### src/rtl/upload_pkg.sv
// Shared flit control codes and serializer FSM state encodings.
package upload_pkg;

  typedef enum logic [1:0] {
    CTRL_IDLE = 2'b00,
    CTRL_HEAD = 2'b01,
    CTRL_BODY = 2'b10,
    CTRL_TAIL = 2'b11
  } ctrl_e;

  typedef enum logic [1:0] {
    ST_IDLE = 2'b00,
    ST_HEAD = 2'b01,
    ST_BODY = 2'b10
  } state_e;

endpackage

### src/rtl/mcast_dest_sel.sv
// Lowest-set-bit priority encoder: destination mask -> index plus any-set flag.
module mcast_dest_sel #(
  parameter int unsigned NUM_DEST = 4,
  parameter int unsigned DW       = 2
) (
  input  logic [NUM_DEST-1:0] mask,
  output logic [DW-1:0]       idx,
  output logic                any
);

  // Scan from the top down so the lowest set bit is the one that sticks.
  always_comb begin
    idx = '0;
    any = |mask;
    for (int unsigned i = NUM_DEST; i > 0; i--) begin
      if (mask[i-1]) idx = DW'(i - 1);
    end
  end

endmodule

### src/rtl/upload_mcast_serializer.sv
// Serializes a captured upload message into head/addr/data flits, once for
// unicast or once per destination bit for multicast.
module upload_mcast_serializer
  import upload_pkg::*;
#(
  parameter int unsigned FLIT_W   = 16,
  parameter int unsigned MAX_DATA = 8,
  parameter int unsigned NUM_DEST = 4,
  parameter int unsigned DEST_LSB = 12
) (
  input  logic                           clk,
  input  logic                           rst,
  input  logic                           msg_valid,
  output logic                           msg_ready,
  input  logic                           msg_mcast,
  input  logic [NUM_DEST-1:0]            msg_dests,
  input  logic [$clog2(MAX_DATA+1)-1:0]  msg_len,
  input  logic [FLIT_W-1:0]              head_flit,
  input  logic [FLIT_W-1:0]              addrhi,
  input  logic [FLIT_W-1:0]              addrlo,
  input  logic [FLIT_W*MAX_DATA-1:0]     msg_data,
  output logic [FLIT_W-1:0]              flit_out,
  output logic [1:0]                     ctrl_out,
  output logic                           flit_valid,
  input  logic                           flit_ready,
  output logic [1:0]                     fsm_state,
  output logic                           drop_pulse
);

  localparam int unsigned DW = (NUM_DEST > 1) ? $clog2(NUM_DEST) : 1;
  localparam int unsigned LW = $clog2(MAX_DATA + 1);
  localparam int unsigned CW = $clog2(MAX_DATA + 2);

  state_e                    state_q, state_d;
  logic                      mcast_q;
  logic [NUM_DEST-1:0]       mask_q;
  logic [LW-1:0]             len_q;
  logic [FLIT_W-1:0]         head_q, addrhi_q, addrlo_q;
  logic [FLIT_W*MAX_DATA-1:0] data_q;
  logic [CW-1:0]             cnt_q;
  logic                      drop_q;

  logic [NUM_DEST-1:0]       sel_mask, mask_rest;
  logic [DW-1:0]             dest_idx;
  logic                      dest_any;
  logic                      accept, xfer, is_tail;
  logic [FLIT_W-1:0]         body_word;

  // In IDLE the encoder looks at the incoming mask (empty-multicast detect);
  // otherwise it walks the captured mask.
  assign sel_mask = (state_q == ST_IDLE) ? msg_dests : mask_q;

  mcast_dest_sel #(
    .NUM_DEST (NUM_DEST),
    .DW       (DW)
  ) u_dest_sel (
    .mask (sel_mask),
    .idx  (dest_idx),
    .any  (dest_any)
  );

  assign accept    = msg_valid && msg_ready;
  assign xfer      = flit_valid && flit_ready;
  assign is_tail   = (cnt_q == CW'(len_q) + CW'(1));
  assign mask_rest = mask_q & ~(NUM_DEST'(1) << dest_idx);

  always_comb begin
    body_word = '0;
    for (int unsigned k = 0; k < MAX_DATA; k++) begin
      if (cnt_q == CW'(k + 2)) body_word = data_q[k*FLIT_W +: FLIT_W];
    end
  end

  always_comb begin
    state_d    = state_q;
    msg_ready  = 1'b0;
    flit_valid = 1'b0;
    flit_out   = '0;
    ctrl_out   = CTRL_IDLE;
    case (state_q)
      ST_IDLE: begin
        msg_ready = 1'b1;
        if (msg_valid) state_d = (msg_mcast && !dest_any) ? ST_IDLE : ST_HEAD;
      end
      ST_HEAD: begin
        flit_valid = 1'b1;
        ctrl_out   = CTRL_HEAD;
        flit_out   = head_q;
        if (mcast_q) flit_out[DEST_LSB +: DW] = dest_idx;
        if (xfer) state_d = ST_BODY;
      end
      ST_BODY: begin
        flit_valid = 1'b1;
        ctrl_out   = is_tail ? CTRL_TAIL : CTRL_BODY;
        if (cnt_q == '0)               flit_out = addrhi_q;
        else if (cnt_q == CW'(1))      flit_out = addrlo_q;
        else                           flit_out = body_word;
        if (xfer && is_tail) state_d = (mcast_q && |mask_rest) ? ST_HEAD : ST_IDLE;
      end
      default: state_d = ST_IDLE;
    endcase
  end

  always_ff @(posedge clk) begin
    if (rst) begin
      state_q  <= ST_IDLE;
      mcast_q  <= 1'b0;
      mask_q   <= '0;
      len_q    <= '0;
      head_q   <= '0;
      addrhi_q <= '0;
      addrlo_q <= '0;
      data_q   <= '0;
      cnt_q    <= '0;
      drop_q   <= 1'b0;
    end else begin
      state_q <= state_d;
      drop_q  <= accept && msg_mcast && !dest_any;
      if (accept) begin
        mcast_q  <= msg_mcast;
        mask_q   <= msg_dests;
        len_q    <= (msg_len > LW'(MAX_DATA)) ? LW'(MAX_DATA) : msg_len;
        head_q   <= head_flit;
        addrhi_q <= addrhi;
        addrlo_q <= addrlo;
        data_q   <= msg_data;
        cnt_q    <= '0;
      end
      if (xfer) begin
        if (state_q == ST_HEAD) begin
          cnt_q <= '0;
        end else if (is_tail) begin
          cnt_q <= '0;
          if (mcast_q) mask_q <= mask_rest;
        end else begin
          cnt_q <= cnt_q + CW'(1);
        end
      end
    end
  end

  assign fsm_state  = state_q;
  assign drop_pulse = drop_q;

endmodule

### config.mk
export PLATFORM = sky130hd
export DESIGN_NAME = upload_mcast_serializer
export DESIGN_NICKNAME = d
export VERILOG_FILES = /design/src/rtl/upload_pkg.sv /design/src/rtl/mcast_dest_sel.sv /design/src/rtl/upload_mcast_serializer.sv
export SDC_FILE = /design/constraint.sdc
export NUM_CORES = 1
export LEC_CHECK = 0
export CAP_MARGIN = 5
export CELL_PAD_IN_SITES_DETAIL_PLACEMENT = 1
export CELL_PAD_IN_SITES_GLOBAL_PLACEMENT = 1
export CORE_AREA = 4 4 157 159
export DETAILED_ROUTE_END_ITERATION = 8
export DIE_AREA = 0 0 161 163
export GPL_TIMING_DRIVEN = 0
export PLACE_DENSITY = 0.85
export SLEW_MARGIN = 20
export SYNTH_ARGS = -nofsm -noshare
export SYNTH_HDL_FRONTEND = slang
export SYNTH_SLANG_ARGS = --single-unit
### constraint.sdc
create_clock -name clk -period 3.2 [get_ports clk]
set_input_delay 0.32 -clock clk [delete_from_list [all_inputs] [get_ports clk]]
set_output_delay 0.32 -clock clk [all_outputs]
set_load 0.005 [all_outputs]
# Word-level counts from Yosys, hierarchy flattened
# Cells that the tools add are included.
[totals] n_memories=0 inputBits=189 mem_bits_rw=0 elab_cells=83 latch_bits=0 mem_bits_ro=0 register_bits=192
[op_classes] multipliers=0 shift=1 n_bitwise=2 n_reduce_logical=15 n_eq_ne=15 n_lt_le_gt_ge=1 add_sub_neg=2 n_mux=37 div_mod_pow=0
[op_table] cell="$mux 16" count=10
[op_table] cell="$mux 4" count=11
[op_table] cell="$pmux 16 s2" count=1
[op_table] cell="$eq 4x3->1 const B" count=4
[op_table] cell="$mux 2" count=8
[op_table] cell="$add 4x1->4 const B" count=2
[op_table] cell="$eq 4x2->1 const B" count=2
[op_table] cell="$eq 4x4->1 const B" count=2
[op_table] cell="$reduce_or 4->1" count=2
[op_table] cell="$logic_and 1x1->1" count=7
[op_table] cell="$ne 2x2->1 const B" count=3
[op_table] cell="$pmux 2 s3" count=1
[op_table] cell="$mux 1" count=5
[op_table] cell="$and 4x4->4" count=1
[op_table] cell="$eq 4x1->1 const B" count=1
[op_table] cell="$eq 4x4->1" count=1
[op_table] cell="$gt 4x4->1 const B" count=1
[op_table] cell="$logic_not 4->1" count=1
[op_table] cell="$not 4->4" count=1
[op_table] cell="$pmux 2 s2" count=1
[op_table] cell="$shl 1x2->4 const A" count=1
[op_table] cell="$reduce_and 3->1" count=1
[op_table] cell="$eq 2x1->1 const B" count=1
[op_table] cell="$eq 2x2->1 const B" count=1
[op_table] cell="4 further kinds" count=4

# Longest topological paths before layout
[depth] word_depth=14 depth_mapped=9 depth_no_buf=7

# Hierarchy
# A second synthesis with hierarchy kept.
[unflattened] cells_unflattened=1227 hier_area_um2=8982.4
[by_module_without_submodules] module="upload_mcast_serializer" instances=1 area_each_um2=8947.3 cells_each=1220
[by_module_without_submodules] module="mcast_dest_sel" instances=1 area_each_um2=35.0 cells_each=7

# Least setup slack after synthesis
# Ideal clock, no wire load.
[synth_timing] kind="reg2out" from="register state_q[1] (netlist: fsm_state[1])" to="output flit_out[12]" setup_slack_ns=0.805 stages_incl_launch_ff=9 arrival_ns=2.075 required_time_ns=2.880 path_cell_list="dfxtp_1 > inv_1 > ha_1 > clkbuf_1 > nand2_1 > a21oi_1 > buf_2 > o21ai_0 > o311ai_1"
[synth_between] elab_chain_cells=8 elab_cells_between_ends=10 classes_between="2 x eq/ne; 7 x mux; 1 x reduce/logical"
[synth_rtl] item="start: declaration" line="upload_mcast_serializer.sv:34" source="state_e state_q, state_d;"
[synth_rtl] item="start signal: assignment" line="upload_mcast_serializer.sv:117" source="state_q <= state_d;"
[synth_rtl] item="$logic_not 2->1" line="upload_mcast_serializer.sv:51" source="assign sel_mask = (state_q == ST_IDLE) ? msg_dests : mask_q;"
[synth_rtl] item="$mux 4" line="upload_mcast_serializer.sv:51"
[synth_rtl] item="$mux 2 (4 in series)" line="mcast_dest_sel.sv:16" source="if (mask[i-1]) idx = DW'(i - 1);"
[synth_rtl] item="$mux 2" line="upload_mcast_serializer.sv:89" source="if (mcast_q) flit_out[DEST_LSB +: DW] = dest_idx;"
[synth_rtl] item="$pmux 16 s2 *" line="upload_mcast_serializer.sv:80" source="case (state_q)"
[synth_rtl] item="end: declaration" line="upload_mcast_serializer.sv:22" source="output logic [FLIT_W-1:0] flit_out,"
# Every way passes the cells marked *; elsewhere a longest branch is shown, timed or not.

# Worst setup path after layout
[layout_timing] from="register cnt_q[0]" to="output flit_out[4]"
[layout_between] elab_chain_cells=12 elab_cells_between_ends=21 classes_between="9 x eq/ne; 11 x mux; 1 x reduce/logical"
[layout_rtl] item="start: declaration" line="upload_mcast_serializer.sv:40" source="logic [CW-1:0] cnt_q;"
[layout_rtl] item="start signal: assignment" line="upload_mcast_serializer.sv:136" source="cnt_q <= cnt_q + CW'(1);"
[layout_rtl] item="$eq 4x2->1" line="upload_mcast_serializer.sv:70" source="if (cnt_q == CW'(k + 2)) body_word = data_q[k*FLIT_W +: FLIT_W];"
[layout_rtl] item="$mux 16 (8 in series)" line="upload_mcast_serializer.sv:70"
[layout_rtl] item="$mux 16" line="upload_mcast_serializer.sv:96" source="else if (cnt_q == CW'(1)) flit_out = addrlo_q;"
[layout_rtl] item="$mux 16 *" line="upload_mcast_serializer.sv:95" source="if (cnt_q == '0) flit_out = addrhi_q;"
[layout_rtl] item="$pmux 16 s2 *" line="upload_mcast_serializer.sv:80"
# Marked as above.

==> key figures <==
Outcome
  • Run status: completed

Die
  • DIE WIDTH: around 160 um
  • Core area: 23300 sq um
  • Initial Utilization: about two fifths
  • DIE AREA: about 26000 sq um
  • Die Span Y: 163 um
  • Core Rows: 56
  • Top-Level Pins: 212

Synth
  • Synth Area in Adders: 1.25%
  • Async SR Flop Fraction: 0%
  • Synth Area in Compound Gates: 26.0%
  • Top cells by area, synth: dfxtp_1, nand2_1, a21oi_1, o221ai_1, clkbuf_1
  • Number of distinct library cells after synthesis: 53
  • Mux share of post-synthesis cell area: 0.334%
  • Leading area contributor after synthesis: dfxtp_1
  • Synth Instances: 1229
  • Number of synthesized flops with an enable pin: 0
  • Synth cell count leaders: nand2_1, a21oi_1, dfxtp_1
  • Xor/xnor cell area share of the yosys netlist: 0.640%
  • FF+latch count, synth: 192
  • Netlist Area Pre-Place: 8990 sq um
  • Top-count cell post-synth: nand2_1
  • Ys Warns: 0
  • Post-synth top area share: 42.7%
  • Mapped Nets: 1427
  • Syn avg cell area: between 7 and 8 sq um
  • Simple-Gate Fraction of Synth Area: about a quarter
  • Predominant post-synthesis flop cell: dfxtp_1
  • Largest family of logic cells by synthesized area: compound AO/OA/AOI/OAI gates
  • Part of the Yosys area used for sequential elements: between 40 and 50%

Clocking
  • Longest Clk Path Bufs: 2
  • Htree depth: 4
  • CTS tree: built
  • Worst-Skew Late Latency: approximately 0.44 ns
  • CTS clk-pin slew, worst paths: 0.08 ns
  • TritonCTS Buffers: 17
  • Clk root buf: clkbuf_16
  • CTS Sinks: 192

Global routing
  • Largest net degree at the start of global routing: 20
  • GRT overflow: 0
  • Vias in the first global route: 10500
  • All-Layer GR Usage: 28.4%
  • First-pass GRT wire length: 58.4 mm
  • Initial antenna violation count: 1

Placed design
  • Final HPWL DP: 28.9 mm
  • Placed instance area: 11500 sq um
  • IO buf count: about 210
  • GPL Wtd Cong: 0.938

Detailed routing
  • Router iterations before antenna repair: 5
  • Remaining antenna violation count: 0
  • Wire length per cell: 21.1 um
  • DRC viols: 0
  • Vias per inst: roughly 5.5
  • Final wirelength: 38.1 mm
  • Vias post-DR: 9931
  • DR iter-0 viols: 682

Finish
  • Area grow syn2layout: 40.9%
  • N_diodes: 0
  • Nets: between 1500 and 2000
  • Fin area: about 13000 sq um
  • Share of layout cells above drive strength 1: 11.0%

Run
  • Max Cap Violations: 0

STA
  • Actual slew at the worst max-slew pin: 0.801 ns
  • Fin. max-slew vios: 0
  • Skew final: 0.00580 ns
  • Endpoints failing hold: 0
  • Peak Freq: 315 MHz
  • Relative slew slack: 46.2%
  • Period utilization: 99.3%
  • Setup TNS: 0 ns
  • Period minus WS final: 3.18 ns
  • Final Setup Violations: 0

Setup path
  • Crit path kind: register to output pin
  • WP data arrival: 2.86 ns
  • Critical Path Sink Type: output pin
  • WP data required: 2.88 ns
  • R2R cell count: 7
  • Critical Path Fanout Max: 10
  • CP startpoint: cnt_q[0]$_SDFFE_PP0P_
  • RR Startpoint: fsm_state[1]$_SDFFE_PP0P_
  • Critical path launch point type: register

Power and ir drop
  • Pleak: 4.60 nW
  • Worst IR Drop VDD: 0.293 mV
  • Pwr Density: between 500 and 600 nW/um^2

Worst hold path
  • Min-delay src: addrlo[13]
  • Worst Hold Class: input port to register
  • Worst Hold Path Cells: 3
## final timing paths
check	slack (ns)	to
setup / recovery	0.02	flit_out[4]
hold / removal	0.41	addrlo_q[13]$_SDFFE_PP0P_
setup reg to reg	0.64	data_q[1]$_SDFFE_PP0P_
hold reg to reg	0.45	data_q[80]$_SDFFE_PP0P_
## registers in the layout (all words and copies together), names as in the netlist
name	cells
data_q	128
addrhi_q	16
addrlo_q	16
head_q	16
cnt_q	4
len_q	4
mask_q	4
fsm_state	2
drop_pulse	1
mcast_q	1
## cells in the final DEF (no fill, tap or decap), types with 14 or more instances in the layout
master and instances:
nand2_1 411, a21oi_1 237, clkdlybuf4s50_1 202, dfxtp_1 187, clkbuf_1 55, nor2_1 27
buf_4 24, o221ai_1 22, nand2b_1 20, o21ai_0 17, clkbuf_16 17, o221ai_2 16
nand3_1 14
## metrics by stage
stage / worst slack (ns) / hold WS, ns / utilization (%) / cells / power, mW
2_1_floorplan: 0.805 / 0.431 / - / 1229 / 3.99
3_3_place_gp: -0.483 / 0.438 / 49.4 / 1759 / 4.77
3_5_place_dp: -0.499 / 0.444 / 49.4 / 1759 / 4.83
4_1_cts: -0.00849 / 0.411 / 53.6 / 1792 / 7.04
5_1_grt: -0.0302 / 0.432 / 54.5 / 1804 / 7.43
6_report: 0.0211 / 0.415 / 54.5 / 1804 / 7.12
## what timing repair did
item,4_1_cts,5_1_grt
gates resized for setup,124,39
hold buffers,0,0
cloned,1,0
buffers inserted,4,13
pin swaps,10,19
setup endpoints to repair,16,15
## cell families (layout without fill, tap and decap cells)
| family | count (synthesis) | in the layout |
|---|---|---|
| AO/OA/AOI/OAI | 387 | 387 |
| XOR/XNOR | 5 | 5 |
| adder cells (fa/ha/maj) | 9 | 9 |
| buffers and inverters | 116 | 372 |
| flip-flops | 192 | 192 |
| multiplexers | 3 | 3 |
| AND/OR/NAND/NOR | 517 | 517 |
## power by group
| group | switching, mW | internal [mW] |
|---|---|---|
| clock | 1.11 | 1.04 |
| sequential | 0.282 | 2.72 |
| combinational | 1.17 | 0.793 |
## final cells by class
| cell class | instances | area, sq um |
|---|---|---|
| buffer | 98 | 498 |
| sequential | 192 | 3860 |
| fill | 2878 | 10600 |
| multi-input combinational | 921 | 5020 |
| clock buffer | 17 | 425 |
| tap | 319 | 399 |
| clock inverter | 15 | 154 |
| inverter | 13 | 53.8 |
| timing repair buffer | 229 | 2260 |
## layer usage
layer / vias to the layer above / share of wire (%) / global-route usage (%)
li1: 4715 / - / -
met1: 4769 / 42 / 35.4
met2: 358 / 49 / 49.6
met3: 87 / 5.8 / 4.68
met4: 2 / 3.7 / 10.9
met5: - / 0.034 / 0
## critical path: stages, from the launching register on
cell and delay [ns]:
dfxtp_4 0.37, ha_2 0.20, buf_6 0.15, nor4b_4 0.37
buf_4 0.22, a2bb2oi_2 0.10, o221ai_2 0.24, a221o_1 0.24
clkdlybuf4s50_1 0.52
Power figures use the tool's default switching activity.
